**config.mk**
```make
export PLATFORM = sky130hd
export DESIGN_NAME = bin2bcd_seq_flat
export DESIGN_NICKNAME = d
export VERILOG_FILES = /design/src/rtl/bin2bcd_seq_if.sv /design/src/rtl/bin2bcd_seq.sv /design/src/flat_wrapper.sv
export SDC_FILE = /design/constraint.sdc
export NUM_CORES = 1
export LEC_CHECK = 0
export ABC_AREA = 1
export CAP_MARGIN = 20
export CORE_ASPECT_RATIO = 0.7
export CORE_MARGIN = 2
export CORE_UTILIZATION = 56
export CTS_BUF_LIST = sky130_fd_sc_hd__clkbuf_4
export DETAILED_ROUTE_END_ITERATION = 8
export GPL_ROUTABILITY_DRIVEN = 0
export GPL_TIMING_DRIVEN = 0
export PLACE_DENSITY = 0.81
export SLEW_MARGIN = 20
export SYNTH_ARGS = -nofsm -noshare
export SYNTH_HDL_FRONTEND = slang
export SYNTH_SLANG_ARGS = --single-unit
```
**constraint.sdc**
```tcl
create_clock -name clk -period 1.6 [get_ports clk]
set_clock_uncertainty 0.15 [all_clocks]
set_input_delay 0.48 -clock clk [delete_from_list [all_inputs] [get_ports clk]]
set_output_delay 0.48 -clock clk [all_outputs]
set_load 0.05 [all_outputs]
```
**src/rtl/bin2bcd_seq_if.sv**
```systemverilog
// Handshake bundle between a requester and the sequential binary-to-BCD converter.
// The ovf wire only exists when BIN2BCD_OVF_EN is defined.
interface bin2bcd_seq_if #(
  parameter int WIDTH  = 8,
  parameter int DIGITS = 3
);

  logic                  start;
  logic [WIDTH-1:0]      bin;
  logic [4*DIGITS-1:0]   bcd;
  logic                  busy;
  logic                  valid;
`ifdef BIN2BCD_OVF_EN
  logic                  ovf;

  modport master (output start, output bin,
                  input  bcd, input busy, input valid, input ovf);
  modport slave  (input  start, input bin,
                  output bcd, output busy, output valid, output ovf);
`else
  modport master (output start, output bin,
                  input  bcd, input busy, input valid);
  modport slave  (input  start, input bin,
                  output bcd, output busy, output valid);
`endif

endinterface

```
**src/rtl/bin2bcd_seq.sv**
```systemverilog
// Iterative double-dabble binary-to-BCD converter, one input bit per clock.
// Optional overflow flag compiled in when BIN2BCD_OVF_EN is defined.
module bin2bcd_seq #(
  parameter int WIDTH  = 8,
  parameter int DIGITS = 3
) (
  input  logic          clk,
  input  logic          rst,
  bin2bcd_seq_if.slave  bus
);

  localparam int BCDW = 4 * DIGITS;
  localparam int CW   = $clog2(WIDTH + 1);

  localparam logic [1:0] IDLE  = 2'd0;
  localparam logic [1:0] SHIFT = 2'd1;
  localparam logic [1:0] DONE  = 2'd2;

  logic [1:0]       state_q,   state_d;
  logic [WIDTH-1:0] bin_q,     bin_d;
  logic [BCDW-1:0]  scratch_q, scratch_d;
  logic [BCDW-1:0]  bcd_q,     bcd_d;
  logic [CW-1:0]    cnt_q,     cnt_d;

  logic [BCDW-1:0]  adj;
  logic [BCDW-1:0]  next_scratch;
  logic             last_bit;

  // Digits >= 5 get +3 so the following shift carries correctly into the next digit.
  always_comb begin
    adj = scratch_q;
    for (int i = 0; i < DIGITS; i++) begin
      if (scratch_q[4*i +: 4] >= 4'd5) begin
        adj[4*i +: 4] = scratch_q[4*i +: 4] + 4'd3;
      end
    end
  end

  // Anything shifted out of the top digit is dropped, which leaves bin mod 10^DIGITS.
  assign next_scratch = BCDW'({adj, bin_q[WIDTH-1]});
  assign last_bit     = (cnt_q == CW'(1));

  always_comb begin
    state_d   = state_q;
    bin_d     = bin_q;
    scratch_d = scratch_q;
    bcd_d     = bcd_q;
    cnt_d     = cnt_q;
    case (state_q)
      IDLE: begin
        if (bus.start) begin
          state_d   = SHIFT;
          bin_d     = bus.bin;
          scratch_d = '0;
          cnt_d     = CW'(WIDTH);
        end
      end
      SHIFT: begin
        scratch_d = next_scratch;
        bin_d     = {bin_q[WIDTH-2:0], 1'b0};
        cnt_d     = cnt_q - CW'(1);
        if (last_bit) begin
          state_d = DONE;
          bcd_d   = next_scratch;
        end
      end
      DONE: begin
        state_d = IDLE;
      end
      default: begin
        state_d = IDLE;
      end
    endcase
  end

  always_ff @(posedge clk or posedge rst) begin
    if (rst) begin
      state_q   <= IDLE;
      bin_q     <= '0;
      scratch_q <= '0;
      bcd_q     <= '0;
      cnt_q     <= '0;
    end else begin
      state_q   <= state_d;
      bin_q     <= bin_d;
      scratch_q <= scratch_d;
      bcd_q     <= bcd_d;
      cnt_q     <= cnt_d;
    end
  end

  assign bus.bcd   = bcd_q;
  assign bus.busy  = (state_q == SHIFT);
  assign bus.valid = (state_q == DONE);

`ifdef BIN2BCD_OVF_EN
  logic carry;
  logic ovf_acc_q, ovf_acc_d;
  logic ovf_q,     ovf_d;

  // A 1 leaving the top corrected digit means the value has passed 10^DIGITS-1.
  assign carry = adj[BCDW-1];

  always_comb begin
    ovf_acc_d = ovf_acc_q;
    ovf_d     = ovf_q;
    if (state_q == IDLE && bus.start) begin
      ovf_acc_d = 1'b0;
    end else if (state_q == SHIFT) begin
      ovf_acc_d = ovf_acc_q | carry;
      if (last_bit) begin
        ovf_d = ovf_acc_q | carry;
      end
    end
  end

  always_ff @(posedge clk or posedge rst) begin
    if (rst) begin
      ovf_acc_q <= 1'b0;
      ovf_q     <= 1'b0;
    end else begin
      ovf_acc_q <= ovf_acc_d;
      ovf_q     <= ovf_d;
    end
  end

  assign bus.ovf = ovf_q;
`endif

endmodule

```
**src/flat_wrapper.sv**
```systemverilog
// flat-port wrapper written by rule: the top's interface ports become plain ports
module bin2bcd_seq_flat 
#(
  parameter int WIDTH  = 8,
  parameter int DIGITS = 3
)
  (clk, rst, bus_start, bus_bin, bus_bcd, bus_busy, bus_valid);
  bin2bcd_seq_if #(.WIDTH(WIDTH), .DIGITS(DIGITS)) bus_i ();
  input  logic clk;
  input  logic rst;
  input wire logic [$bits(bus_i.start)-1:0] bus_start;
  input wire logic [$bits(bus_i.bin)-1:0] bus_bin;
  output wire logic [$bits(bus_i.bcd)-1:0] bus_bcd;
  output wire logic [$bits(bus_i.busy)-1:0] bus_busy;
  output wire logic [$bits(bus_i.valid)-1:0] bus_valid;
  assign bus_i.start = bus_start;
  assign bus_i.bin = bus_bin;
  assign bus_bcd = bus_i.bcd;
  assign bus_busy = bus_i.busy;
  assign bus_valid = bus_i.valid;
  bin2bcd_seq #(.WIDTH(WIDTH), .DIGITS(DIGITS)) u_core (.clk(clk), .rst(rst), .bus(bus_i));
endmodule
```
### Word-level counts from Yosys, hierarchy flattened

Index checks and enable logic that the tools add are counted.

* reduce and logical (&&, ||, !) cells: 5
* eq/ne operators: 5
* multiplexer cells: 12
* magnitude comparators: 3
* add/subtract/negate cells: 4

Operators by type and width (number)
* case mux 12 bit (2 select lines): 1
* case mux 8 bit (2 select lines): 1
* greater-or-equal comparator 4 x 3 -> 1 bit, second input constant: 3
* 2-to-1 mux 12 bit: 1
* 2-to-1 mux 4 bit: 3
* adder 4 x 2 -> 4 bit, second input constant: 2
* 2-to-1 mux 8 bit: 1
* case mux 4 bit (2 select lines): 1
* AND reduction 2 bit: 3
* equality test 4 x 1 -> 1 bit, second input constant: 1
* 2-to-1 mux 2 bit: 2
* case mux 2 bit (2 select lines): 1
* subtractor 4 x 1 -> 4 bit, second input constant: 1
* adder 3 x 2 -> 3 bit, second input constant: 1
* 2-to-1 mux 3 bit: 1
* equality test 2 x 1 -> 1 bit, second input constant: 1
* equality test 2 bit, second input constant: 1
* logical NOT 2 bit: 1
* != test 2 x 1 -> 1 bit, second input constant: 1
* != test 2 bit, second input constant: 1
* nonzero test 2 bit: 1

* word-level logic and storage cells: 34
* flip-flop bits (word level): 38
* output and inout port bits: 14
* input bits: 11

### Longest topological paths before layout

Gate-level depths: netlist of the first run.

* depth in word-level cells: 3
* mapped depth: 8
* mapped depth without buffers: 8

### Worst setup path after synthesis of the first run

OpenSTA, ideal clock, no wires.

* path kind: reg2out
* from: register u_core.state_q[0]
* to: output bus_valid
* stages on the path, launching flop included: 2
* required time: 0.970 ns
* buffers on the path: 0
* data arrival time: 1.096 ns
* path slack: -0.126 ns
* path through: dfrtp_1 nor2_1

* longest elaborated chain between the ends: 1

Ends and longest elaborated chain
* from (decl): RTL line bin2bcd_seq.sv:19 `logic [1:0] state_q, state_d;`
* from (signal assigned): RTL line bin2bcd_seq.sv:84 `state_q <= state_d;`
* equality test 2 bit: RTL line bin2bcd_seq.sv:94 `assign bus.valid = (state_q == DONE);`
* to (decl): RTL line flat_wrapper.sv:15 `output wire logic [$bits(bus_i.valid)-1:0] bus_valid;`

Every way passes these cells.

### Worst setup path in the final report of the first run

* from: register u_core.state_q[1]
* to: output bus_busy

* longest elaborated chain between the ends: 1

Ends and longest elaborated chain
* equality test 2 x 1 -> 1 bit: RTL line bin2bcd_seq.sv:93 `assign bus.busy = (state_q == SHIFT);`
* to (decl): RTL line flat_wrapper.sv:14 `output wire logic [$bits(bus_i.busy)-1:0] bus_busy;`

Every way passes these cells.

==> results of run 1 <==
-- synthesized netlist by cell type, types with 2 or more instances --
library cell and n:
o21ai_1 2, nand2_1 86, o22ai_1 3, inv_2 3, ha_1 8, nor2_1 4, nand3_1 29, nand2_4 2
buf_6 3, nand4_1 6, inv_1 16, o21ai_0 10, dfrtp_1 38
-- timing repair --
action	CTS	global route
gates resized for setup	91	24
cloned	0	0
pin swaps	1	4
endpoints found under the setup margin	14	25
setup buffers	4	8
-- power by group through the flow --
stage	Clock [uW]	Combinational, uW	Sequential (uW)
after floorplan	0	1490	2100
after CTS	813	2690	1670
final	805	2970	1700
after global routing	868	3310	1750
after global placement	0	2550	1670
after detailed placement	0	2620	1690
-- per-layer routing --
metal	share of wire (%)	routed length, microns
met2	47	1809
met4	0.75	29
met3	5.4	209
met1	47	1840
met5	0	0
-- cell type report --
cell class	count	share of cell area, %
Clock inverter	3	2.642
Sequential cell	38	39.43
Tap cell	38	1.969
Buffer	4	2.176
Multi-Input combinational cell	157	33.52
Timing Repair Buffer	36	14.97
Clock buffer	5	1.554
Inverter	20	3.731
-- cells in the final DEF (no fill, tap or decap) --
cell             Yosys  routed
a31oi_1              1       1
buf_12               0       2
buf_4                1      13
buf_6                3      13
buf_8                0       2
bufinv_16            0       2
clkbuf_4             0       5
clkdlybuf4s50_1      0      10
clkinv_1             0       1
clkinv_8             0       1
dfrtp_1             38      37
dfrtp_2              0       1
ha_1                 8       8
inv_1               16      13
inv_2                3       5
inv_4                1       1
nand2_1             86      84
nand2_2              0       2
nand2_4              2       1
nand2_8              0       1
nand3_1             29      27
nand3_2              0       2
nand4_1              6       6
nor2_1               4       3
nor2_2               1       1
nor2_4               1       2
o211ai_1             1       1
o21ai_0             10      10
o21ai_1              2       2
o21ai_2              1       1
o21bai_1             1       1
o22ai_1              3       3
xnor2_1              1       1
-- stage by stage --
| step | worst slack [ns] | total power, uW |
|---|---|---|
| detailed placement | -0.7684 | 4310 |
| finish | -0.1462 | 5476 |
| CTS | -0.1619 | 5177 |
| floorplan | 0.05230 | 3591 |
| global placement | -0.7513 | 4222 |
| global route | -0.2158 | 5928 |
-- state kept, by name, summed over array words and instances, names as in the netlist --
name and count:
u_core.bus.bcd 12, u_core.scratch_q 12, u_core.bin_q 8, u_core.cnt_q 4, u_core.state_q 2
-- worst max-delay path by stage --
stage                      startpoint  endpoint  slack, ns
CTS                 u_core.state_q[1]  bus_busy      -0.16
global route        u_core.state_q[1]  bus_busy      -0.22
finish              u_core.state_q[1]  bus_busy      -0.15
global placement    u_core.state_q[0]  bus_busy      -0.75
floorplan           u_core.state_q[0]  bus_busy       0.05
detailed placement  u_core.state_q[0]  bus_busy      -0.77
-- logic make-up (layout without fill, tap and decap cells) --
group / Yosys count / count (layout) / share of synthesized area, %
AND/OR/NAND/NOR: 129 / 129 / 30.25
flip-flops: 38 / 38 / 51.32
buffers and inverters: 25 / 68 / 6.685
AO/OA/AOI/OAI: 19 / 19 / 5.875
adder cells (fa/ha/maj): 8 / 8 / 5.402
XOR/XNOR: 1 / 1 / 0.4727
-- worst max-delay path, cell delays in order (launching register included) --
cell and delay, ns:
dfrtp_1 0.40, inv_2 0.12, nand2_8 0.08, clkinv_8 0.05
buf_12 0.12
==> results.toml, run 1 <==
[sta]
slew_headroom_pct = 79.07
tightest_slew_ns = 0.3107
period_needed_ns = 1.746
final_hold_viol_count = 0
fmax_ghz = 0.5727
rsz0062_at_grt = "yes"
timing.hold.ws_ns = 0.2153
setup_viol_count_final = 2
finalCritPeriodShare_pct = 109.1
setup_ws_ns = -0.1462
maxSlewViolCount = 0
setup_tns_ns = -0.2916

[die]
die-height_microns = 52.13
core_sq_um = 3148
die_area_sq_um = 3792
rows = 17
start_util_pct = 58.86
fp.dieW_microns = 72.76
io_pins = 25

[grt]
gr-usage-met1_pct = 30.48
gr-usage-all-layers_pct = 23.21
grt_overflow = 0
grt_pass1_wl_microns = 6541
grt_pass1_vias = 1476
busiest_layer = "met2"
use_met3_pct = 7.558
antenna_found_initial = 0
grt_max_degree = 29
use_met2_pct = 37.73

[drt]
postRouteAntennaNets = 0
detail_route.wl_per_cell_microns = 12.92
routed_wirelength_microns = 3889
drt-vias-per-instance = 5.309
vias = 1598
drtIter0Drc = 143
drt-pass1-iter-count = 5
drcViolationCount = 0

[setup_path]
crit_arrival_ns = 1.12
worstReg2RegStart = "u_core.state_q[1]"
start_kind = "flip-flop"
r2r_slack_ns = 0.08
critPathCaptureType = "primary output"
cp_max_fo = 3
crit_required_ns = 0.97
ff2ff_path_depth = 9
crit_type = "reg -> out"
r2r_end = "u_core.cnt_q[3]"

[power]
switchingPower_uw = 2468
seq_power_share_pct = 31.1
p_leak_uw = 0.001236
clkPwrFrac_pct = 14.7
p_int_uw = 3008
cellPowerDensity_nw_per_um2 = 2268
netSwitchingFraction_pct = 45.07
ir_drop_mv = 1.243
power.share.combinational_pct = 54.2

[clock_tree]
cts_num_sinks = 38
cts_buffers = 5
cts_root_buffer = "clkbuf_4"
cts.reportedPaths.clkPinSlew_ns = 0.12
cts_tree = "built"
insertion_delay_ns = 0.35
hold_buffers = 0
cts_buffer_depth = 2
htreeDepth = 2

[synthesis]
synthCells = 220
synth_edf_count = 0
syn_area_sq_um = 1853
syn-mean-instance-area_sq_um = 8.423
synth-seq-cells = 38
async_flop_share_pct = 100.0
synthTopCellsByArea = "dfrtp_1 (51%), nand2_1 (17%), nand3_1 (7.8%)"
seq_area_frac_synth_pct = 51.32
synth_top_area_share_pct = 51.32
yosys_warnings = 0
syn_nets = 239
synth_cell_types = 23
synthFlopType = "dfrtp_1"
yosys.area.top_type = "dfrtp_1"

[finish]
syn_to_final_growth_pct = 30.32
multi_input_area_sq_um = 809.5
fin_util_pct = 76.71
fin_area_sq_um = 2415
drive_above_1_share_pct = 20.91
fillCellCount = 220
layout.nets = 281
final_cells = 301
regArea_sq_um = 952.2
diodes = 0

[placed_design]
place_area_sq_um = 2163
port_buffers = 24
place_inst = 283
hpwl_microns = 2628

[run_status]
violations = "setup timing"
outcome = "complete, but fails checks"

[worst_hold_path]
hp-class = "in -> async"

[run]
cap_violations = 0
(Power assumes the default switching activity.)
==> run 2: changes to the inputs <==
Settings changed: ABC_AREA 1 to unset, CORE_UTILIZATION 56 to 57, PLACE_DENSITY 0.81 to 0.82, SLEW_MARGIN 20 to unset.
==> results.toml, run 2 <==
[finish]
layout.nets = 257
multi_input_area_sq_um = 1059
fin_area_sq_um = 2746
final_cells = 277
drive_above_1_share_pct = 45.61
diodes = 0
syn_to_final_growth_pct = 42.81
fillCellCount = 159
regArea_sq_um = 954.7
fin_util_pct = 86.08
layout_commonest_cell = "dfrtp_1"
final_cell_mix = "dfrtp_1 (35), buf_4 (33), nand2_1 (17), o21ai_0 (17), buf_6 (12)"

[setup_path]
crit_slowest_cell = "dfrtp_2"
max_stage_delay_ns = 0.40
r2r_end = "u_core.bus.bcd[10]"
ff2ff_path_depth = 6
r2r_slack_ns = -0.10
path_cells = "buf_2 -> nor2b_4 -> buf_6"
start_kind = "flip-flop"
crit_required_ns = 0.97
worstReg2RegStart = "u_core.scratch_q[9]"
critPathCaptureType = "primary output"
crit_family = "flip-flops"
crit_arrival_ns = 1.28
cp_max_fo = 10
path_buf_inv = 2
crit_type = "reg -> out"

[drt]
drtIter0Drc = 109
routed_wirelength_microns = 5672
vias = 1694
detail_route.wl_per_cell_microns = 20.48
drcViolationCount = 0
postRouteAntennaNets = 0
drt-pass1-iter-count = 4
drt-vias-per-instance = 6.116

[synthesis]
yosys.area.top_type = "dfrtp_1"
syn_area_sq_um = 1923
synth_commonest_cells = "dfrtp_1 (38), o21ai_0 (18), nand2_1 (17)"
yosysMostFrequentCell = "dfrtp_1"
seq_area_frac_synth_pct = 49.45
synthTopCellsByArea = "dfrtp_1 (49%), ha_1 (5.2%), o21ai_0 (4.7%)"
synth_cell_types = 29
synth_edf_count = 0
syn-mean-instance-area_sq_um = 10.86
async_flop_share_pct = 100.0
yosys_warnings = 0
synthFlopType = "dfrtp_1"
synth_top_area_share_pct = 49.45
synthCells = 177
syn_nets = 196
synth-seq-cells = 38

[grt]
grt_pass1_wl_microns = 7438
grt_overflow = 0
grt_pass1_vias = 1522
gr-usage-all-layers_pct = 27.18
antenna_found_initial = 0
grt_max_degree = 23

[power]
ir_drop_mv = 1.625
cellPowerDensity_nw_per_um2 = 2391
p_leak_uw = 0.001190

[run_status]
outcome = "complete, but fails checks"
violations = "setup timing"

[die]
die-height_microns = 52.60
start_util_pct = 60.27
die_area_sq_um = 3862
fp.dieW_microns = 73.43
io_pins = 25
rows = 17
core_sq_um = 3191

[placed_design]
place_inst = 240
pre_cts_ws_ns = -0.6648
place_area_sq_um = 2257
hpwl_microns = 2762
port_buffers = 24

[clock_tree]
cts_buffer_depth = 2
cts.reportedPaths.clkPinSlew_ns = 0.12
cts_buffers = 5
insertion_delay_ns = 0.34
htreeDepth = 2
cts_num_sinks = 38
hold_buffers = 0
cts_tree = "built"
cts_root_buffer = "clkbuf_4"

[sta]
setup_ws_ns = -0.3097
timing.hold.ws_ns = 0.3623
rsz0062_at_grt = "yes"
slew_headroom_pct = 36.21
finalCritPeriodShare_pct = 119.4
setup_viol_count_final = 13
maxSlewViolCount = 0
tightest_slew_ns = 0.9559
final_hold_viol_count = 0
fmax_ghz = 0.5236
period_needed_ns = 1.910

[worst_hold_path]
hp-class = "reg -> reg"
min_from = "u_core.bin_q[2]"
min_path_cells = 2
hold-path-endpoint = "u_core.bin_q[2]"

[run]
cap_violations = 0
[run 2: cell count changes after synthesis, moves of 5 or more]
cell     delta
a21oi_1    +11
nor3b_1     +9
a21oi_2     +5
nand2_1    -69
a22o_1      +8
o21ai_0     +8
nand4_1     -6
mux2_2      +8
inv_1       -6
nand3_1    -29
[run 2: report_power, final]
part           internal [uW]  switching (uW)
clock                    182             323
combinational           1990            2220
sequential              1410             438
[run 2: cell type report]
| type | count | share of cell area (%) |
|---|---|---|
| tap | 38 | 1.731 |
| sequential | 38 | 34.76 |
| buffer | 7 | 2.961 |
| clock buffer | 6 | 1.640 |
| clock inverter | 2 | 0.3189 |
| inverter | 11 | 1.503 |
| multi-input combinational | 121 | 38.54 |
| timing repair buffer | 54 | 18.54 |
[run 2: worst max-delay path by stage]
| stage | start | cells after the start | endpoint | slack [ns] |
|---|---|---|---|---|
| after detailed placement | u_core.state_q[0] | 4 | bus_valid | -0.66 |
| final | u_core.state_q[1] | 3 | bus_valid | -0.31 |
| after global routing | u_core.state_q[1] | 3 | bus_valid | -0.37 |
| after CTS | u_core.state_q[0] | 4 | bus_valid | -0.31 |
| after global placement | rst | 2 | u_core.state_q[1] | -0.79 |
| after floorplan | u_core.state_q[0] | 3 | bus_valid | -0.002 |
[run 2: kinds of logic (layout without fill, tap and decap cells)]
kind of cell | count (synthesis) | after routing | share of synthesized area [%]
buffers and inverters | 18 | 80 | 5.140
and+or+nand+nor | 50 | 50 | 15.74
adders and majority gates | 8 | 8 | 5.205
muxes | 11 | 11 | 6.246
xor gates and xnor gates | 3 | 3 | 1.367
DFF | 38 | 38 | 49.45
AOI/OAI and AO/OA | 49 | 49 | 16.85
[run 2: stage by stage]
step | TNS, ns | total power (uW)
final | -1.065 | 6566
after global routing | -1.945 | 6894
after CTS | -0.7094 | 5764
after detailed placement | -17.50 | 4705
after global placement | -33.39 | 4556
after floorplan | -0.001577 | 3912
[run 2: repair_timing]
item	4_1_cts	5_1_grt
endpoints found under the setup margin	30	38
cloned	0	1
pin swaps	10	10
resized for setup	113	32
buffers inserted	18	10
[run 2: layer usage]
layer	global-route usage (%)	up-vias	routed length, microns
met4	11.52	0	161
met2	43.39	65	2901
met5	0	-	0
met1	35.96	875	2285
met3	6.154	15	324
li1	-	739	-
[run 2: tightest hold or removal path, stage by stage (launching register included)]
cell	delay, ns
dfrtp_1	0.38
nand2_1	0.05
o21ai_0	0.06
==> run 3: changes to the inputs <==
Settings changed: MAX_ROUTING_LAYER set to met4, SKIP_LAST_GASP set to 1.
==> results.toml, run 3 (synthesis results as in run 2) <==
[run_status]
outcome = "complete, but fails checks"
violations = "setup timing"

[sta]
tightest_slew_ns = 0.9743
period_needed_ns = 1.920
fmax_ghz = 0.5209
maxSlewViolCount = 0
finalCritPeriodShare_pct = 120.0
setup_viol_count_final = 13
slew_headroom_pct = 34.98
rsz0062_at_grt = "yes"
setup_ws_ns = -0.3197
final_hold_viol_count = 0

[setup_path]
crit_required_ns = 0.97
path_cells = "buf_2 -> nor2b_4 -> buf_6"
crit_type = "reg -> out"
crit_slowest_cell = "dfrtp_2"
critPathCaptureType = "primary output"
crit_arrival_ns = 1.29
cp_max_fo = 10
max_stage_delay_ns = 0.40
cp-startpoint = "u_core.state_q[1]"
start_kind = "flip-flop"
worstReg2RegStart = "u_core.scratch_q[9]"
ff2ff_path_depth = 6

[placed_design]
port_buffers = 24
place_inst = 240
pre_cts_ws_ns = -0.6648
hpwl_microns = 2762

[die]
die_area_sq_um = 3862
die-height_microns = 52.60
io_pins = 25
fp.dieW_microns = 73.43
core_sq_um = 3191
start_util_pct = 60.27
rows = 17

[grt]
gr-usage-all-layers_pct = 27.97
grt_pass1_vias = 1520
grt_pass1_wl_microns = 7458
grt_overflow = 0
grt_max_degree = 23
antenna_found_initial = 0

[finish]
drive_above_1_share_pct = 45.61
layout_commonest_cell = "dfrtp_1"
final_cells = 277
final_cell_mix = "dfrtp_1 (35), buf_4 (33), nand2_1 (17), o21ai_0 (17), buf_6 (12)"
fillCellCount = 159
syn_to_final_growth_pct = 42.81
layout.nets = 257
diodes = 0
fin_util_pct = 86.08

[clock_tree]
insertion_delay_ns = 0.35
hold_buffers = 0
cts_root_buffer = "clkbuf_4"
cts_tree = "built"
htreeDepth = 2
cts_num_sinks = 38
cts_buffers = 5
cts_buffer_depth = 2
cts.reportedPaths.clkPinSlew_ns = 0.11

[drt]
detail_route.wl_per_cell_microns = 20.67
drtIter0Drc = 84
postRouteAntennaNets = 0
drt-pass1-iter-count = 4
vias = 1691
drcViolationCount = 0
drt-vias-per-instance = 6.105
routed_wirelength_microns = 5725

[power]
cellPowerDensity_nw_per_um2 = 2396
ir_drop_mv = 1.622
p_leak_uw = 0.001190

[worst_hold_path]
min_path_cells = 2
hp-class = "reg -> reg"
min_from = "u_core.bin_q[2]"

[run]
cap_violations = 0
-- run 3: per-layer routing --
layer	global-route usage, %	share of wire, %	vias up
li1	-	-	739
met1	36.08	40	859
met2	43.54	51	77
met3	6.154	7.0	16
met4	11.21	2.6	0
met5	-	0	-
-- run 3: per-stage QoR --
step	TNS (ns)	area [sq um]	hold slack, ns	power (uW)
CTS	-0.7138	2525	0.3524	5756
global route	-1.989	2746	0.3832	6890
global placement	-33.39	2230	0.3155	4556
finish	-1.096	2746	0.3589	6581
detailed placement	-17.50	2257	0.3246	4705
floorplan	-0.001577	1942	0.3001	3912
-- run 3: timing repair --
action                     CTS  global route
pin swaps                   10             9
cloned                       0             1
setup endpoints to repair   30            39
buffers inserted            18            10
gates resized for setup    112            34
hold endpoints to repair     0             0
-- run 3: cell type report --
class / count / area [sq um] / area share [%]
Buffer: 7 / 81.33 / 2.961
Clock buffer: 6 / 45.04 / 1.640
Clock inverter: 2 / 8.758 / 0.3189
Inverter: 11 / 41.29 / 1.503
Multi-Input combinational cell: 121 / 1059 / 38.54
Sequential cell: 38 / 954.7 / 34.76
Tap cell: 38 / 47.55 / 1.731
Timing Repair Buffer: 54 / 509.2 / 18.54
-- run 3: final timing paths --
path / endpoint / slack (ns)
worst min register to register: u_core.bin_q[2] / 0.36
max in group asynchronous: u_core.state_q[1] / 0.19
worst max-delay path: bus_valid / -0.32
worst max register to register: u_core.bus.bcd[10] / -0.11
worst min-delay path: u_core.bin_q[2] / 0.36
min in group asynchronous: u_core.scratch_q[8] / 0.50
-- run 3: report_power, final --
part	switching [uW]	leakage [uW]	internal (uW)	total [uW]
sequential	439	0.000470	1410	1850
combinational	2220	0.000687	1990	4220
clock	329	0.0000331	182	511
-- run 3: critical path, delay by kind of cell, from the launching register on --
family	cells	cell delay [ns]
buffers and inverters	2	0.37
DFF	1	0.40
and+or+nand+nor	1	0.17
